**config.mk**
```make
export PLATFORM = sky130hd
export DESIGN_NAME = tdm_selector41
export DESIGN_NICKNAME = d
export VERILOG_FILES = /design/src/rtl/tdm_selector41.sv
export SDC_FILE = /design/constraint.sdc
export NUM_CORES = 1
export LEC_CHECK = 0
export CAP_MARGIN = 30
export CORE_MARGIN = 2
export CORE_UTILIZATION = 42
export CTS_BUF_LIST = sky130_fd_sc_hd__clkbuf_2
export CTS_CLUSTER_SIZE = 28
export DETAILED_ROUTE_END_ITERATION = 7
export PLACE_DENSITY = 0.91
export SYNTH_ARGS = -nofsm -noshare
export SYNTH_HDL_FRONTEND = slang
export SYNTH_SLANG_ARGS = --single-unit
```
**constraint.sdc**
```tcl
create_clock -name iClk -period 5.7 [get_ports iClk]
set_clock_uncertainty 0.05 [all_clocks]
set_input_delay 0.855 -clock iClk [delete_from_list [all_inputs] [get_ports iClk]]
set_output_delay 0.855 -clock iClk [all_outputs]
set_load 0.02 [all_outputs]
```
**src/rtl/tdm_selector41.sv**
```systemverilog
`default_nettype none
// ============================================================================
//  Module   : tdm_selector41
//  Purpose  : Transmit end of a 4-channel time-division link. Merges four
//             independent producer channels onto one shared data word using
//             a round-robin arbiter and a single output holding register.
//             Each word is tagged with its channel index on oS1/oS0 so the
//             downstream 1-to-4 de-selector can route it back.
//  Ports    : iClk            - system clock, rising edge
//             iRst_n          - asynchronous active-low reset
//             iD0..iD3        - channel data words (WIDTH bits)
//             iValid[3:0]     - per-channel request
//             oReady[3:0]     - per-channel grant (one-hot or zero)
//             oZ              - merged data word
//             oS1/oS0         - channel index of the word on oZ
//             oValid          - oZ/oS1/oS0 hold a word
//             iReady          - downstream accepts the word this cycle
//  Revision : 1.0 - initial release
// ============================================================================
module tdm_selector41 #(
    parameter int WIDTH = 8
) (
    input  logic             iClk,
    input  logic             iRst_n,
    input  logic [WIDTH-1:0] iD0,
    input  logic [WIDTH-1:0] iD1,
    input  logic [WIDTH-1:0] iD2,
    input  logic [WIDTH-1:0] iD3,
    input  logic [3:0]       iValid,
    output logic [3:0]       oReady,
    output logic [WIDTH-1:0] oZ,
    output logic             oS1,
    output logic             oS0,
    output logic             oValid,
    input  logic             iReady
);

    typedef enum logic [0:0] {
        ST_IDLE = 1'b0,
        ST_HOLD = 1'b1
    } state_t;

    state_t           r_state;
    state_t           w_stateNext;
    logic [1:0]       r_ptr;
    logic             w_slotFree;
    logic             w_found;
    logic [1:0]       w_grantIdx;
    logic             w_grantEn;
    logic [WIDTH-1:0] w_grantData;

    assign oValid = (r_state == ST_HOLD);

    // The holding register can take a new word when empty, or when the
    // current word leaves this same cycle (no-bubble reload).
    assign w_slotFree = (r_state == ST_IDLE) || (oValid && iReady);

    // Round-robin scan starting at r_ptr. The loop runs from the farthest
    // offset down to zero so the nearest requester is the last assignment
    // and therefore wins.
    always_comb begin
        w_found    = 1'b0;
        w_grantIdx = r_ptr;
        for (int i = 3; i >= 0; i--) begin
            if (iValid[r_ptr + 2'(i)]) begin
                w_found    = 1'b1;
                w_grantIdx = r_ptr + 2'(i);
            end
        end
    end

    // Gating with iRst_n keeps oReady low for the whole reset interval,
    // not only after the next edge.
    assign w_grantEn = w_slotFree && w_found && iRst_n;

    always_comb begin
        oReady = 4'b0000;
        if (w_grantEn) begin
            oReady[w_grantIdx] = 1'b1;
        end
    end

    always_comb begin
        case (w_grantIdx)
            2'd0:    w_grantData = iD0;
            2'd1:    w_grantData = iD1;
            2'd2:    w_grantData = iD2;
            default: w_grantData = iD3;
        endcase
    end

    // Next-state logic
    always_comb begin
        w_stateNext = r_state;
        if (w_grantEn) begin
            w_stateNext = ST_HOLD;
        end else if (oValid && iReady) begin
            w_stateNext = ST_IDLE;
        end
    end

    always_ff @(posedge iClk or negedge iRst_n) begin
        if (!iRst_n) begin
            r_state <= ST_IDLE;
        end else begin
            r_state <= w_stateNext;
        end
    end

    // Holding register and round-robin pointer; oZ/oS keep their last value
    // when the word drains without a replacement.
    always_ff @(posedge iClk or negedge iRst_n) begin
        if (!iRst_n) begin
            oZ    <= '0;
            oS1   <= 1'b0;
            oS0   <= 1'b0;
            r_ptr <= 2'd0;
        end else if (w_grantEn) begin
            oZ    <= w_grantData;
            oS1   <= w_grantIdx[1];
            oS0   <= w_grantIdx[0];
            r_ptr <= w_grantIdx + 2'd1;
        end
    end

endmodule
`default_nettype wire

```
== Word level (Yosys, flattened, before mapping) ==
Index checks and enable logic that the tools add are counted.
Cells by class
  equality and inequality tests: 2
  reduce and logical (&&, ||, !) cells: 7
  mux-type cells: 22
  bitwise operators: 1
  add/subtract/negate cells: 4
  magnitude comparators: 6
Operators by type and width (count)
  $pmux W8 S3: 1
  $lt A2 B3 Y1 const B: 5
  $mux W1: 11
  $bmux W1 S2: 4
  $mux W2: 4
  $add A2 B1 Y2 const B: 2
  $add A2 B2 Y2 const B: 2
  $logic_and A1 B1 Y1: 4
  $mux W4: 1
  $demux W1 S2: 1
  $eq A2 B1 Y1 const B: 1
  $eq A2 B2 Y1 const B: 1
  $ge A2 B1 Y1 const B: 1
  $logic_not A2 Y1: 1
  $reduce_bool A2 Y1: 1
  $logic_or A1 B1 Y1: 1
  $not A1 Y1: 1
Storage, ports and cells
  output and inout bits: 15
  input port bits: 39
  bits in registers: 13

== Depth between registers and ports, before layout ==
Gate-level depths: netlist of the first run.
  word-level depth: 12
  mapped depth: 8
  depth with buffers taken out: 7

== Worst setup path after synthesis of the first run ==
No wires, ideal clock.
  path kind: input-to-output
  start: input port iValid[2]
  end: output port oReady[1]
  required time: 4.795 ns
  setup slack: 2.526 ns
  path buffers: 1
  arrival time: 2.269 ns
  cell stages on the path: 6
  cell sequence: nand2b_1 > a221oi_1 > and2_1 > ha_1 > clkbuf_1 > and3_1
On the way
  cells in the longest elaborated chain, start to end: 11
RTL lines
  from (decl): RTL line 29  | input logic [3:0] iValid,
  $bmux W1 S2: RTL line 65  | if (iValid[r_ptr + 2'(i)]) begin
  $mux W1 (implied by the code): RTL line 65
  $mux W2 (3 in series): RTL line 65
  $mux W2 (*): RTL line 65
  via w_grantIdx[0]: RTL line 48  | logic [1:0] w_grantIdx;
  $lt A2 B3 Y1 (implied by the code) / $ge A2 B1 Y1 (equally long branches): RTL line 79  | oReady[w_grantIdx] = 1'b1;
  $logic_and A1 B1 Y1 (implied by the code): RTL line 79
  $mux W1 (implied by the code): RTL line 79
  $demux W1 S2 (*): RTL line 79
  $mux W4 (*): RTL line 78  | if (w_grantEn) begin
  to (decl): RTL line 30  | output logic [3:0] oReady,
The timed path passes the listed nets; every way through them passes the cells marked *. The select of a mux whose other input is x is not followed.

== Worst setup path in the final report of the first run ==
  start: input port iValid[1]
  end: output port oReady[1]
Same word-level chain as after synthesis.

==> results by group, run 1 <==
CTS
  – CTS sink cnt: 13
  – Hold buffer count at CTS: 0
  – CTS H-tree depth: 1
  – CTS root buf: clkbuf_2
  – CTS tree: done
  – Clk_lat worst skew: around 260 ps
  – Clk buf depth: 2
  – CTS clk-pin slew, worst paths: 100 ps
  – Post-cts resize count: 0
  – Total CTS buffers: 3
  – Number of buffers added for setup after CTS: 0

Global route
  – Vias in the first global route: approximately 900
  – Antenna violations before repair: 0
  – GRT Resource Usage Total: 0.2037
  – Global-route wire length before repair: 4.029 mm
  – Global route overflow: 0
  – Pin count of the biggest net entering global routing: 16

STA
  – Final setup vio count: 0
  – Sum Neg Setup Slack: 0 ps
  – Tcrit/Tclk final: 0.7806
  – Worst Max-Slew Pin Slew: roughly 700 ps
  – Max_slew headroom: 0.5296
  – Max Fclk: around 0.22 GHz
  – Final setup margin: 1251 ps
  – Hold Vio Cnt, Final: 0
  – Hold WS: roughly 470 ps
  – Tmin final: approximately 4400 ps
  – RSZ-0062 raised after global routing: no
  – Fin. max-slew vios: 0

Worst hold path
  – Hold path startpoint: oZ[6]$_DFFE_PN0P_
  – HP Class: reg2reg
  – Hold Path End: oZ[6]$_DFFE_PN0P_
  – Hold path cells: 1

Floorplanning
  – # rows: 17
  – Core area: roughly 2100 um^2
  – Die width: around 51 um
  – Die area: about 2600 um^2
  – I/O pin cnt: 54
  – Die H: between 50 and 60 um
  – Initial core utilization: 0.4316

Layout
  – Layout cells sized above 1: 0.1189
  – Commonest non-fill, non-tap cell in the layout: clkdlybuf4s50_1
  – Fin nets: 188
  – Diodes inserted: 0
  – Layout area overhead: 61.54%
  – Fin util: 0.6971
  – Most frequent cells in the layout: clkdlybuf4s50_1 (53), dfrtp_1 (13), inv_1 (9)
  – Final non-filler cell area: roughly 1500 um^2
  – Post-route non-filler standard cell count: approximately 170

Yosys
  – Sequential-to-total area share from yosys stat: 0.3509
  – FF+latch count, synth: 13
  – Synth warn: 0
  – Synth Instances: 90
  – Mapped Area: 927.1 um^2
  – Syn nets: ~130
  – Syn avg cell area: between 10 and 15 um^2
  – Synth cell types: 28

Route
  – Detailed Routing Iterations Pass 1: 5
  – DRT iter0 DRCs: 27
  – Wire per inst: ~15 um
  – Via Count: around 920
  – DRC Markers: 0
  – Routed wire length: around 2.6 mm
  – Via density: between 5 and 6
  – Post-DRT Antenna Nets: 0

Placement
  – Placer Congestion: 0.8416
  – Place WS: approximately 1300 ps
  – # placed instances: ~170
  – PortBufs: between 50 and 60
  – Placed wire-length estimate: between 2 and 2.5 mm
  – Placed cell area: around 1500 um^2

Worst setup path
  – Reg2Reg Depth: 7
  – Worst R2R Setup Slack: roughly 3100 ps
  – Launching point of the worst reg2reg path: r_ptr[1]$_DFFE_PN0P_
  – Setup crit end kind: primary output
  – Critical path class: in2out
  – Critical path's most frequent cell: clkdlybuf4s50_1
  – Worst endpoint required time: 4800 ps
  – Crit-path max FO: 9
  – Cell Chain, Critical Path: clkdlybuf4s50_1 -> o22ai_1 -> a221oi_1 -> and2_1 -> ha_1 -> and3_1 -> clkdlybuf4s50_1
  – Worst Setup Start Kind: primary input
  – Crit-path max cell delay: around 640 ps
  – Reg2reg end: oZ[0]$_DFFE_PN0P_
  – Slowest CP cell: clkdlybuf4s50_1
  – WP data arrival: about 3500 ps

Run status
  – Status: complete, no violations

Power and ir drop
  – Power density of the placed cells: roughly 360 nW/um^2
  – VDD IR max: between 0.2 and 0.25 mV
  – Leak: roughly 0.64 nW
  – Total Power: roughly 540 uW

Flow run
  – Max-cap violations: 0
==> flip-flops by register name, summed over array words and instances (netlist names) <==
register  cells
oZ            8
r_ptr         2
oS0           1
oS1           1
oValid        1
==> cell families after synthesis <==
group           count (synthesis)  share of synthesized area
fa+ha+maj                       5                    0.06748
compound gates                 23                     0.2254
simple gates                   20                     0.1201
buf+inv                        13                    0.05262
mux                            16                     0.1835
flops                          13                     0.3509
==> per-layer routing <==
layer | part of all wire | vias up | wire (um) | global-route usage
met5 | 0 | - | 0 | 0
met4 | 0.011 | 0 | 29 | 0.08559
met3 | 0.071 | 4 | 184 | 0.03801
met2 | 0.48 | 38 | 1239 | 0.3442
met1 | 0.44 | 428 | 1145 | 0.2528
li1 | - | 452 | - | -
==> where the power goes <==
part | switching, mW | internal, mW
registers | 0.0246 | 0.130
logic | 0.163 | 0.173
clock network | 0.0264 | 0.0186
==> layout make-up <==
| cell class | instances | area (um^2) |
|---|---|---|
| fill | 154 | 650.6 |
| multi-input combinational | 64 | 553.0 |
| timing repair buffer | 53 | 530.5 |
| sequential | 13 | 325.3 |
| tap | 28 | 35.03 |
| inverter | 9 | 33.78 |
| clock buffer | 4 | 20.02 |
==> critical path, delay by kind of cell <==
| family | cells | cell delay, ps |
|---|---|---|
| adders and majority gates | 1 | 350 |
| and+or+nand+nor | 2 | 480 |
| buffers and inverters | 2 | 1240 |
| AOI/OAI and AO/OA | 2 | 630 |
==> worst max path at each step <==
stage               startpoint         to  slack [ps]  cells after the start
floorplan            iValid[2]  oReady[1]        2530                      6
global placement     iValid[1]  oReady[1]        1420                      7
detailed placement   iValid[1]  oReady[1]        1280                      7
CTS                  iValid[1]  oReady[1]        1280                      7
global route         iValid[1]  oReady[1]        1190                      7
finish               iValid[1]  oReady[1]        1250                      7
==> Yosys cell counts <==
cell type,instances,area share
a2111oi_2,1,0.016
a21boi_0,1,0.0081
a21oi_1,2,0.011
a221oi_1,1,0.0094
a222oi_1,8,0.086
a31o_2,1,0.0094
a31oi_1,1,0.0068
and2_1,1,0.0068
and3_1,4,0.027
buf_1,1,0.0040
clkbuf_1,3,0.012
dfrtp_1,13,0.35
ha_1,5,0.067
inv_1,9,0.036
mux2_2,8,0.097
mux2i_1,8,0.086
nand2_1,3,0.012
nand2b_1,3,0.020
nor2_1,3,0.012
nor2_2,1,0.0068
nor2b_1,3,0.020
nor3b_1,1,0.0081
o21ai_0,4,0.022
o22ai_1,1,0.0068
o31ai_1,1,0.0081
o41a_1,1,0.012
o41ai_4,1,0.030
or2_2,1,0.0068
Power figures use the tool's default switching activity.
==> run 2: changes to the inputs <==
--- a/config.mk
+++ b/config.mk
@@ -7,11 +7,11 @@
 export LEC_CHECK = 0
 export CAP_MARGIN = 30
 export CORE_MARGIN = 2
-export CORE_UTILIZATION = 42
+export CORE_UTILIZATION = 39
 export CTS_BUF_LIST = sky130_fd_sc_hd__clkbuf_2
 export CTS_CLUSTER_SIZE = 28
 export DETAILED_ROUTE_END_ITERATION = 7
-export PLACE_DENSITY = 0.91
+export PLACE_DENSITY = 0.85
 export SYNTH_ARGS = -nofsm -noshare
 export SYNTH_HDL_FRONTEND = slang
 export SYNTH_SLANG_ARGS = --single-unit
==> constraint.sdc (replaced) <==
create_clock -name iClk -period 4.5 [get_ports iClk]
set_clock_uncertainty 0.05 [all_clocks]
set_input_delay 0.675 -clock iClk [delete_from_list [all_inputs] [get_ports iClk]]
set_output_delay 0.675 -clock iClk [all_outputs]
set_load 0.02 [all_outputs]
==> run 2 against run 1 <==
Net effect:
- sequential power is 29% higher
- combinational power is 25% higher
- critical path depth stayed put
- global-route usage is 0.23 points higher
- via count is 2.0% higher
- register-to-register slack worse by 1100 ps
- wire length is 4.4% higher
- final area is 0.50% higher
- non-clock buffer count is 1 higher
- cell count is 0.58% higher
- clock-buffer cell count is 1 lower
- critical endpoint unchanged
- largest power group unchanged
==> results by group, run 2 (same netlist as run 1, synthesis figures left out) <==
Placement
  – Placed cell area: 1485 um^2 (was 1478 um^2)
  – PortBufs: 53 (unchanged)
  – Placer Congestion: 0.8986 (was 0.8416)
  – Placed wire-length estimate: 2.182 mm (was 2.133 mm)

Worst hold path
  – Hold path cells: 1 (unchanged)
  – Hold Path End: oZ[7]$_DFFE_PN0P_ (was oZ[6]$_DFFE_PN0P_)
  – HP Class: reg2reg (unchanged)
  – Hold path startpoint: oZ[7]$_DFFE_PN0P_ (was oZ[6]$_DFFE_PN0P_)

Worst setup path
  – Crit-path max cell delay: 640 ps (about the same)
  – Crit-path leading delay family: buffers and inverters (unchanged)
  – Worst endpoint required time: 3770 ps (was 4800 ps)
  – Launching point of the worst reg2reg path: r_ptr[1]$_DFFE_PN0P_ (unchanged)
  – Crit path buffers/inverters: 2 (unchanged)
  – Critical path's most frequent cell: clkdlybuf4s50_1 (unchanged)
  – Reg2Reg Depth: 7 (unchanged)
  – Setup crit end kind: primary output (unchanged)
  – Slowest CP cell: clkdlybuf4s50_1 (unchanged)
  – Crit-path max FO: 9 (unchanged)
  – Cell Chain, Critical Path: clkdlybuf4s50_1 -> o22ai_1 -> a221oi_1 -> and2_1 -> ha_1 -> and3_1 -> clkdlybuf4s50_1 (unchanged)
  – Critical path class: in2out (unchanged)
  – Worst Setup Start Kind: primary input (unchanged)
  – Reg2reg end: oZ[1]$_DFFE_PN0P_ (was oZ[0]$_DFFE_PN0P_)
  – Worst R2R Setup Slack: 1960 ps (was 3090 ps)
  – WP data arrival: 3390 ps (was 3540 ps)

Layout
  – Diodes inserted: 0 (unchanged)
  – Commonest non-fill, non-tap cell in the layout: clkdlybuf4s50_1 (unchanged)
  – Max reg flops: 8 (unchanged)
  – Most frequent cells in the layout: clkdlybuf4s50_1 (53), dfrtp_1 (13), inv_1 (9) (unchanged)
  – Biggest regs: oZ x8, r_ptr x2 (unchanged)
  – Final non-filler cell area: 1505 um^2 (was 1498 um^2)
  – Layout area overhead: 62.35% (was 61.54%)
  – Fin nets: 189 (was 188)
  – Layout cells sized above 1: 0.1250 (was 0.1189)
  – Largest register by flop count: oZ (unchanged)

Route
  – DRT iter0 DRCs: 49 (was 27)
  – Detailed Routing Iterations Pass 1: 4 (was 5)
  – Wire per inst: 15.78 um (was 15.20 um)
  – Post-DRT Antenna Nets: 0 (unchanged)
  – Routed wire length: 2.714 mm (was 2.599 mm)
  – Via Count: 940 (was 922)
  – Via density: 5.465 (was 5.392)
  – DRC Markers: 0 (unchanged)

STA
  – Final setup vio count: 0 (unchanged)
  – Hold Vio Cnt, Final: 0 (unchanged)
  – Tcrit/Tclk final: 0.9146
  – RSZ-0062 raised after global routing: no (unchanged)
  – Hold WS: 483.9 ps (was 465.4 ps)
  – Max_slew headroom: 0.6536 (was 0.5296)
  – Sum Neg Setup Slack: 0 ps (unchanged)
  – Tmin final: 4116 ps
  – Worst Max-Slew Pin Slew: 519.0 ps (was 703.5 ps)
  – Max Fclk: 0.2430 GHz
  – Fin. max-slew vios: 0 (unchanged)

CTS
  – Hold buffer count at CTS: 0 (unchanged)
  – CTS root buf: clkbuf_2 (unchanged)
  – CTS tree: done (unchanged)
  – CTS H-tree depth: 1 (unchanged)
  – CTS clk-pin slew, worst paths: 150 ps (was 100 ps)
  – Clk_lat worst skew: 280 ps (was 260 ps)
  – Post-cts resize count: 0 (unchanged)
  – Total CTS buffers: 3 (unchanged)
  – Clk buf depth: 2 (unchanged)
  – Number of buffers added for setup after CTS: 0 (unchanged)
  – CTS sink cnt: 13 (unchanged)

Floorplanning
  – Initial core utilization: 0.4151 (was 0.4316)
  – Die width: 52.76 um (was 50.99 um)
  – Die H: 52.76 um (was 50.99 um)
  – Die area: 2783 um^2 (was 2599 um^2)
  – I/O pin cnt: 54 (unchanged)
  – Core area: 2233 um^2 (was 2148 um^2)
  – # rows: 17 (unchanged)

Global route
  – Global route overflow: 0 (unchanged)
  – Vias in the first global route: 982 (was 875)
  – Global-route wire length before repair: 4.195 mm (was 4.029 mm)
  – Antenna violations before repair: 0 (unchanged)
  – GRT Resource Usage Total: 0.2060 (was 0.2037)
  – Pin count of the biggest net entering global routing: 16 (unchanged)

Power and ir drop
  – Power density of the placed cells: 453.3 nW/um^2 (was 358.4 nW/um^2)
  – Leak: 0.6432 nW (was 0.6387 nW)
  – VDD IR max: 0.3007 mV (was 0.2493 mV)

Run status
  – Status: complete, no violations (unchanged)

Flow run
  – Max-cap violations: 0 (unchanged)
==> run 2: where the power goes <==
| part | total, mW | internal, mW | switching, mW | leakage (nW) |
|---|---|---|---|---|
| logic | 0.422 | 0.220 | 0.202 | 0.469 |
| registers | 0.200 | 0.165 | 0.0351 | 0.157 |
| clock network | 0.0597 | 0.0201 | 0.0396 | 0.0164 |
==> run 2: final cells by class <==
class / count / area (um^2)
clock buffer: 3 / 15.01
clock inverter: 1 / 5.005
fill: 187 / 728.2
inverter: 9 / 33.78
multi-input combinational: 64 / 553.0
sequential: 13 / 325.3
tap: 28 / 35.03
timing repair buffer: 54 / 538.0
==> run 2: through the flow <==
stage / util / power, mW / worst slack, ps / cells
floorplan: - / 0.4398 / 1686 / 90
global placement: 0.6650 / 0.6103 / 496.9 / 168
detailed placement: 0.6650 / 0.6257 / 414.2 / 168
CTS: 0.6740 / 0.6872 / 407.2 / 172
global route: 0.6740 / 0.7263 / 261.2 / 172
finish: 0.6740 / 0.6823 / 384.1 / 172
==> run 2: metal layers <==
metal  vias up  GRT usage  share of wire
met5         -          0              0
met4         0    0.06410         0.0037
met3         2    0.05429          0.086
met2        44     0.3729           0.51
met1       441     0.2323           0.40
li1        453          -              -
==> run 2: worst max path at each step <==
stage / start / cells past startpoint / slack [ps] / endpoint
2_1_floorplan: iValid[2] / 6 / 1690 / oReady[1]
3_3_place_gp: iValid[1] / 7 / 500 / oReady[1]
3_5_place_dp: iValid[1] / 7 / 410 / oReady[1]
4_1_cts: iValid[1] / 7 / 410 / oReady[1]
5_1_grt: iValid[1] / 7 / 260 / oReady[1]
6_report: iValid[1] / 7 / 380 / oReady[1]
